===== config.mk =====
export PLATFORM = sky130hd
export DESIGN_NAME = mem_arbiter
export DESIGN_NICKNAME = d
export VERILOG_FILES = /design/src/rtl/soc_pkg.sv /design/src/rtl/rr_pick2.sv /design/src/rtl/mem_arbiter.sv
export SDC_FILE = /design/constraint.sdc
export NUM_CORES = 1
export LEC_CHECK = 0
export BUFFER_PORTS_ARGS = -buffer_cell sky130_fd_sc_hd__buf_4
export CAP_MARGIN = 20
export CORE_AREA = 3 3 105 107
export CTS_CLUSTER_SIZE = 8
export DETAILED_ROUTE_END_ITERATION = 7
export DIE_AREA = 0 0 108 110
export GPL_TIMING_DRIVEN = 0
export SLEW_MARGIN = 20
export SYNTH_ARGS = -nofsm -noshare
export SYNTH_HDL_FRONTEND = slang
export SYNTH_SLANG_ARGS = --single-unit

===== constraint.sdc =====
create_clock -name clk -period 2.24 [get_ports clk]
set_clock_uncertainty 0.1 [all_clocks]
set_input_delay 0.224 -clock clk [delete_from_list [all_inputs] [get_ports clk]]
set_output_delay 0.224 -clock clk [all_outputs]
set_load 0.02 [all_outputs]

===== src/rtl/soc_pkg.sv =====
// Shared SoC types: default bus widths plus the arbiter's state and owner encodings.
package soc_pkg;

  localparam int DEF_ADDR_WIDTH = 32;
  localparam int DEF_DATA_WIDTH = 32;

  typedef enum logic {
    ST_IDLE = 1'b0,
    ST_WAIT = 1'b1
  } state_e;

  typedef enum logic {
    OWN_I = 1'b0,
    OWN_D = 1'b1
  } owner_e;

endpackage


===== src/rtl/rr_pick2.sv =====
// Two-way round-robin picker: req[0] is fetch, req[1] is data; one-hot grant.
module rr_pick2
  import soc_pkg::*;
(
  input  logic   [1:0] req,
  input  owner_e       last,
  output logic   [1:0] grant
);

  always_comb begin
    grant = req;
    // On contention the side that did not win last time goes next.
    if (req == 2'b11) begin
      grant = (last == OWN_I) ? 2'b10 : 2'b01;
    end
  end

endmodule


===== src/rtl/mem_arbiter.sv =====
// Shares one fixed-latency synchronous memory port between the fetch and load/store ports,
// one outstanding transaction at a time, round-robin on contention.
module mem_arbiter
  import soc_pkg::*;
#(
  parameter int ADDR_WIDTH  = DEF_ADDR_WIDTH,
  parameter int DATA_WIDTH  = DEF_DATA_WIDTH,
  parameter int MEM_LATENCY = 1
) (
  input  logic                    clk,
  input  logic                    reset,
  input  logic                    i_req,
  input  logic [ADDR_WIDTH-1:0]   i_addr,
  output logic                    i_ready,
  output logic                    i_valid,
  output logic [DATA_WIDTH-1:0]   i_rdata,
  input  logic                    d_req,
  input  logic                    d_we,
  input  logic [ADDR_WIDTH-1:0]   d_addr,
  input  logic [DATA_WIDTH-1:0]   d_wdata,
  input  logic [DATA_WIDTH/8-1:0] d_wstrb,
  output logic                    d_ready,
  output logic                    d_valid,
  output logic [DATA_WIDTH-1:0]   d_rdata,
  output logic                    mem_en,
  output logic                    mem_we,
  output logic [ADDR_WIDTH-1:0]   mem_addr,
  output logic [DATA_WIDTH-1:0]   mem_wdata,
  output logic [DATA_WIDTH/8-1:0] mem_wstrb,
  input  logic [DATA_WIDTH-1:0]   mem_rdata
);

  localparam int CNT_W = $clog2(MEM_LATENCY + 1);

  state_e           state_q, state_d;
  logic [CNT_W-1:0] cnt_q, cnt_d;
  // Owner of the in-flight transaction; also serves as the round-robin history.
  owner_e           last_q, last_d;
  logic             we_q, we_d;
  logic [1:0]       grant;

  rr_pick2 u_pick (
    .req   ({d_req, i_req}),
    .last  (last_q),
    .grant (grant)
  );

  always_ff @(posedge clk or posedge reset) begin
    if (reset) begin
      state_q <= ST_IDLE;
      cnt_q   <= '0;
      last_q  <= OWN_I;
      we_q    <= 1'b0;
    end else begin
      state_q <= state_d;
      cnt_q   <= cnt_d;
      last_q  <= last_d;
      we_q    <= we_d;
    end
  end

  always_comb begin
    state_d   = state_q;
    cnt_d     = cnt_q;
    last_d    = last_q;
    we_d      = we_q;
    i_ready   = 1'b0;
    i_valid   = 1'b0;
    i_rdata   = '0;
    d_ready   = 1'b0;
    d_valid   = 1'b0;
    d_rdata   = '0;
    mem_en    = 1'b0;
    mem_we    = 1'b0;
    mem_addr  = '0;
    mem_wdata = '0;
    mem_wstrb = '0;

    case (state_q)
      ST_IDLE: begin
        if (grant[1]) begin
          mem_en    = 1'b1;
          mem_we    = d_we;
          mem_addr  = d_addr;
          mem_wdata = d_wdata;
          mem_wstrb = d_we ? d_wstrb : '0;
          d_ready   = 1'b1;
          last_d    = OWN_D;
          we_d      = d_we;
          cnt_d     = CNT_W'(MEM_LATENCY);
          state_d   = ST_WAIT;
        end else if (grant[0]) begin
          mem_en    = 1'b1;
          mem_addr  = i_addr;
          i_ready   = 1'b1;
          last_d    = OWN_I;
          we_d      = 1'b0;
          cnt_d     = CNT_W'(MEM_LATENCY);
          state_d   = ST_WAIT;
        end
      end
      ST_WAIT: begin
        cnt_d = cnt_q - CNT_W'(1);
        if (cnt_q == CNT_W'(1)) begin
          state_d = ST_IDLE;
          if (last_q == OWN_D) begin
            d_valid = 1'b1;
            d_rdata = we_q ? '0 : mem_rdata;
          end else begin
            i_valid = 1'b1;
            i_rdata = mem_rdata;
          end
        end
      end
    endcase

    // Requests are combinational into the grant, so outputs must be forced quiet in reset.
    if (reset) begin
      i_ready   = 1'b0;
      i_valid   = 1'b0;
      i_rdata   = '0;
      d_ready   = 1'b0;
      d_valid   = 1'b0;
      d_rdata   = '0;
      mem_en    = 1'b0;
      mem_we    = 1'b0;
      mem_addr  = '0;
      mem_wdata = '0;
      mem_wstrb = '0;
    end
  end

endmodule


==> results of run 1 <==
[through the flow]
step                std cells  worst slack [ps]  utilization, %
CTS                       593              5.09            35.1
detailed placement        587              57.4            34.2
global placement          587              99.2            34.2
floorplan                 177               412               -
finish                    594               129            35.3
global route              594             0.247            35.3
[logic make-up after synthesis]
| kind of cell | after synthesis | synth area share [%] |
|---|---|---|
| AO/OA/AOI/OAI | 39 | 27.5 |
| buffers and inverters | 23 | 9.65 |
| flip-flops | 4 | 7.87 |
| multiplexers | 1 | 0.787 |
| AND/OR/NAND/NOR | 110 | 54.2 |
[cells in the mapped netlist (2+ instances only)]
cell / n
nor3b_1: 6
and2_1: 94
clkbuf_2: 2
inv_1: 4
nand2_1: 2
dfrtp_1: 4
clkbuf_1: 6
nor3_1: 3
buf_2: 6
o21ai_0: 3
nor2_1: 3
a22o_1: 32
buf_6: 3
[final cells by class]
class / instances / share of cell area, %
buffer: 18 / 3.43
clock buffer: 3 / 1.14
inverter: 5 / 0.520
multi-input combinational: 150 / 29.6
sequential: 4 / 2.81
tap: 136 / 4.71
timing repair buffer: 278 / 57.8
[power by group]
part / switching (mW) / internal, mW
Sequential: 0.0467 / 0.109
Clock: 0.0356 / 0.114
Combinational: 0.823 / 0.772
Total: 0.905 / 0.995
[metal layers]
layer	global-route usage, %	up-vias	part of all wire (%)
met5	0	-	0
met4	2.25	0	0.94
met2	22.7	134	56
met1	11.9	1051	34
met3	2.50	8	9.3
li1	-	1162	-
[how the worst max path moves through the flow]
stage / startpoint / endpoint / depth (start not counted)
after floorplan: state_q / mem_wdata[22] / 5
after global placement: state_q / mem_addr[11] / 7
after detailed placement: reset / i_rdata[5] / 6
after CTS: state_q / mem_wdata[8] / 7
after global routing: state_q / mem_wdata[17] / 7
final: state_q / mem_addr[11] / 7
[layout by cell type, fill, tap and decap left out, drive strengths merged]
cell | Yosys | layout
a2111oi | 1 | 1
a211o | 1 | 1
a211oi | 1 | 1
a21oi | 1 | 1
a22o | 32 | 32
and2 | 94 | 94
buf | 10 | 288
clkbuf | 8 | 11
dfrtp | 4 | 4
inv | 5 | 5
mux2i | 1 | 1
nand2 | 2 | 2
nand2b | 1 | 1
nand4b | 1 | 1
nor2 | 3 | 3
nor3 | 3 | 3
nor3b | 6 | 6
o21ai | 3 | 3
[flip-flops by register name, summed over array words and instances, names as in the netlist]
signal,flops
we_q,1
last_q,1
cnt_q,1
state_q,1
[worst register-to-register path: stages, from the launching register on]
cell and delay (ps):
dfrtp_1 340, buf_2 180, nand2b_4 170, a211o_1 330
nand2_1 90
[repair_timing]
item | in CTS | in global routing
resized for setup | 7 | 13
pin swaps | 1 | 1
setup buffers | 3 | 1
setup endpoints to repair | 83 | 98
==> flow_metrics.env, run 1 <==
export IMPL_port_buffers=274
export IMPL_synth_flop_cell="dfrtp_1"
export IMPL_fmax_ghz=0.474
export IMPL_nets=597
export IMPL_fillers=1079
export IMPL_min_path_type="in -> async"
export IMPL_path_buf_inv=4
export IMPL_totalPowerFinal_mw=1.90
export IMPL_vias=2355
export IMPL_die_w_um=108
export IMPL_via_per_inst=3.96
export IMPL_maxCapViolCount=0
export IMPL_areaGrowthSynthToFinish_pct=184
export IMPL_clkLatencyLatePin_ps=220
export IMPL_ff2ff_setup_slack_ps=960
export IMPL_reg2reg_to="we_q"
export IMPL_initial_utilization_pct=12.4
export IMPL_top_level_ports=275
export IMPL_endpoint_kind="output pin"
export IMPL_finalCriticalPeriod_ps=2110
export IMPL_postSynthAreaPerCell_um2=7.18
export IMPL_async_flop_share_pct=100
export IMPL_cp_slowest_stage_delay_ps=340
export IMPL_antenna_found_initial=0
export IMPL_cp_common_cell="buf_4"
export IMPL_crit_family="buffers and inverters"
export IMPL_p_leak_nw=2.05
export IMPL_slew_violations=0
export IMPL_grt_pass1_vias=2269
export IMPL_crit_fanout=10
export IMPL_htreeDepth=1
export IMPL_rsz0062_at_grt="false"
export IMPL_yosysWarnings=0
export IMPL_worst_pin_slew_ps=321
export IMPL_ir_drop_v=0.000219
export IMPL_gp_congestion=0.736
export IMPL_cts_buffers=3
export IMPL_cts_root_buf="clkbuf_8"
export IMPL_drt_total_wl_um=7880
export IMPL_r2r_cells=4
export IMPL_netlist_instances=177
export IMPL_grt_max_degree=11
export IMPL_syn_nets=314
export IMPL_netlist_area_um2=1270
export IMPL_netlist_area_leader_share_pct=46.3
export IMPL_grt_pass1_wl_um=10900
export IMPL_synth_seq_area_share_pct=7.87
export IMPL_drive_gt1_share_pct=66.6
export IMPL_cellPowerDensity_nw_per_um2=526
export IMPL_core_area_um2=10200
export IMPL_slowest_stage="dfrtp_1"
export IMPL_holdWs_ps=52.0
export IMPL_setup_viol=0
export IMPL_ys_ff_latch=4
export IMPL_fp_row_count=37
export IMPL_wl_per_cell_um=13.3
export IMPL_dieArea_um2=11900
export IMPL_worstSetupPathType="reg -> out"
export IMPL_r2r_start="state_q"
export IMPL_cts_max_path_buffers=2
export IMPL_fin_setup_tns_ps=0
export IMPL_antennaDiodeCount=0
export IMPL_multi_input_area_um2=1070
export IMPL_hold_violations=0
export IMPL_fin_crit_sh_pct=94.2
export IMPL_synth_cell_types=22
export IMPL_cp_data_required_time_ps=1920
export IMPL_cts_tree="built"
export IMPL_hold_buffers=0
export IMPL_dr_first_iter_drc_count=55
export IMPL_die_h_um=110
export IMPL_worstSetupStartpointType="register"
export IMPL_path_cells="buf_2 -> nand2b_4 -> a211oi_4 -> buf_6 -> buf_4 -> a22o_1 -> buf_4"
export IMPL_critPathArrivalTime_ps=1790
export IMPL_slew_limit_headroom_pct=78.6
export IMPL_synth_edff_count=0
export IMPL_gr_total_overflow=0
export IMPL_synthTopCellsByArea="and2_1 46%, a22o_1 22%, dfrtp_1 7.9%"
export IMPL_status="complete, no violations"
export IMPL_clkTransAtPathRegs_ps=30
export IMPL_seq_area_um2=101
export IMPL_placed_cell_area_um2=3500
export IMPL_grt_total_usage_pct=11.3
export IMPL_dp_hpwl_um=7030
export IMPL_drc=0
export IMPL_first_pass_iters=4
export IMPL_design_area_um2=3610
export IMPL_synth_top_area_cell="and2_1"
export IMPL_detail_route_antenna_nets=0
export IMPL_cts_sinks=4
Power figures use the tool's default switching activity.
==> run 2, diff against run 1 <==
==> constraint.sdc (replaced) <==
create_clock -name clk -period 2.24 [get_ports clk]
set_clock_uncertainty 0.1 [all_clocks]
set_input_delay 0.448 -clock clk [delete_from_list [all_inputs] [get_ports clk]]
set_output_delay 0.448 -clock clk [all_outputs]
set_load 0.02 [all_outputs]
==> run 2 against run 1 <==
  * The run now ends with setup timing left
  * Sequential power is 12% higher
  * Critical endpoint unchanged
  * Global-route usage is 0.53 points higher
  * Routed wire length is 9.0% higher
  * Critical path type unchanged
  * Register-to-register slack better by 20 ps
  * Critical path depth is 1 lower
==> flow_metrics.env, run 2 (synthesis results as in run 1) <==
export IMPL_critical_path_endpoint="mem_addr[11]"
export IMPL_antenna_found_initial=0
export IMPL_gr_total_overflow=0
export IMPL_cp_slowest_stage_delay_ps=430
export IMPL_cts_tree="built"
export IMPL_dp_hpwl_um=7030
export IMPL_cts_root_buf="clkbuf_8"
export IMPL_fin_ws_ps=-11.4
export IMPL_detail_route_antenna_nets=0
export IMPL_final_cell_mix="218 x buf_4, 75 x and2_1, 73 x buf_6"
export IMPL_cts_max_path_buffers=2
export IMPL_crit_start="state_q"
export IMPL_worstSetupPathType="reg -> out"
export IMPL_worst_pin_slew_ps=291
export IMPL_crit_family="buffers and inverters"
export IMPL_cp_data_required_time_ps=1690
export IMPL_path_cells="nand2b_4 -> a211oi_4 -> buf_6 -> buf_6 -> a22o_1 -> buf_6"
export IMPL_top_level_ports=275
export IMPL_fin_setup_tns_ps=-24.1
export IMPL_ff2ff_setup_slack_ps=980
export IMPL_path_buf_inv=3
export IMPL_die_w_um=108
export IMPL_dr_first_iter_drc_count=51
export IMPL_p_leak_nw=2.22
export IMPL_grt_pass1_vias=2367
export IMPL_fin_crit_sh_pct=101
export IMPL_drive_gt1_share_pct=71.8
export IMPL_totalPowerFinal_mw=2.28
export IMPL_cp_common_cell="buf_6"
export IMPL_dieArea_um2=11900
export IMPL_gp_congestion=0.736
export IMPL_hold_violations=0
export IMPL_cellPowerDensity_nw_per_um2=550
export IMPL_htreeDepth=1
export IMPL_slew_violations=0
export IMPL_grt_max_degree=11
export IMPL_cts_sinks=4
export IMPL_finalCriticalPeriod_ps=2250
export IMPL_min_path_type="in -> async"
export IMPL_status="finished with violations"
export IMPL_hold_buffers=0
export IMPL_fmax_ghz=0.444
export IMPL_port_buffers=274
export IMPL_crit_fanout=5
export IMPL_clkTransAtPathRegs_ps=30
export IMPL_wl_per_cell_um=14.2
export IMPL_core_area_um2=10200
export IMPL_ir_drop_v=0.000191
export IMPL_violations="setup timing"
export IMPL_reg2reg_to="cnt_q"
export IMPL_endpoint_kind="output pin"
export IMPL_cts_buffers=3
export IMPL_final_common_cell="buf_4"
export IMPL_setup_viol=3
export IMPL_grt_busiest_layer="met2"
export IMPL_grt_total_usage_pct=11.8
export IMPL_r2r_start="state_q"
export IMPL_fp_row_count=37
export IMPL_nets=607
export IMPL_vias=2447
export IMPL_r2r_cells=4
export IMPL_rsz0062_at_grt="true"
export IMPL_grt_pass1_wl_um=11300
export IMPL_fin_util_pct=40.5
export IMPL_slew_limit_headroom_pct=80.5
export IMPL_worstSetupStartpointType="register"
export IMPL_areaGrowthSynthToFinish_pct=226
export IMPL_use_met3_pct=2.50
export IMPL_die_h_um=110
export IMPL_initial_utilization_pct=12.4
export IMPL_slowest_stage="dfrtp_2"
export IMPL_critPathArrivalTime_ps=1700
export IMPL_cp_depth=6
export IMPL_drc=0
export IMPL_use_met2_pct=23.9
export IMPL_antennaDiodeCount=0
export IMPL_clkLatencyLatePin_ps=220
export IMPL_use_met1_pct=12.3
export IMPL_via_per_inst=4.05
export IMPL_maxCapViolCount=0
export IMPL_first_pass_iters=4
export IMPL_drt_total_wl_um=8590
-- run 2: changes by cell type in the layout (fill, tap and decap cells not counted), sizes merged --
cell and change:
buf +14, clkbuf -4
-- run 2: what timing repair did --
action,4_1_cts,5_1_grt
gates cloned,4,2
setup buffers,9,1
setup endpoints to repair,129,104
pin swaps,6,7
gates resized for setup,62,71
-- run 2: area by class of cell --
class	count	area, um^2
Inverter	5	18.8
Tap cell	136	170
Fill cell	1026	6080
Timing Repair Buffer	290	2500
Clock buffer	3	41.3
Multi-Input combinational cell	150	1120
Buffer	16	190
Sequential cell	4	103
-- run 2: how the worst min path moves through the flow --
stage / depth (start not counted) / start / slack [ps] / to
global route: 3 / reset / 230 / cnt_q
finish: 3 / reset / 200 / cnt_q
detailed placement: 1 / cnt_q / 420 / state_q
floorplan: 2 / reset / 280 / cnt_q
global placement: 1 / cnt_q / 410 / state_q
CTS: 3 / reset / 200 / cnt_q
-- run 2: per-stage QoR --
stage,std cells,hold WS (ps),area [um^2],setup WS [ps]
2_1_floorplan,177,283,1270,188
3_3_place_gp,587,406,3500,-335
3_5_place_dp,587,421,3500,-391
4_1_cts,602,198,3860,-23.8
5_1_grt,604,226,4150,-83.6
6_report,604,195,4150,-11.4
-- run 2: worst min-delay path, stage by stage --
cell and delay, ps:
buf_4 130, buf_6 140, inv_1 140
-- run 2: routing by layer --
layer,up-vias,wire length (um)
met5,-,0
li1,1180,-
met4,0,144
met3,15,763
met2,141,4810
met1,1111,2870
-- run 2: power by group --
group | switching, mW | leakage (nW) | internal, mW
Sequential | 0.0618 | 0.0455 | 0.111
Combinational | 0.898 | 2.15 | 1.06
Clock | 0.0364 | 0.0216 | 0.114
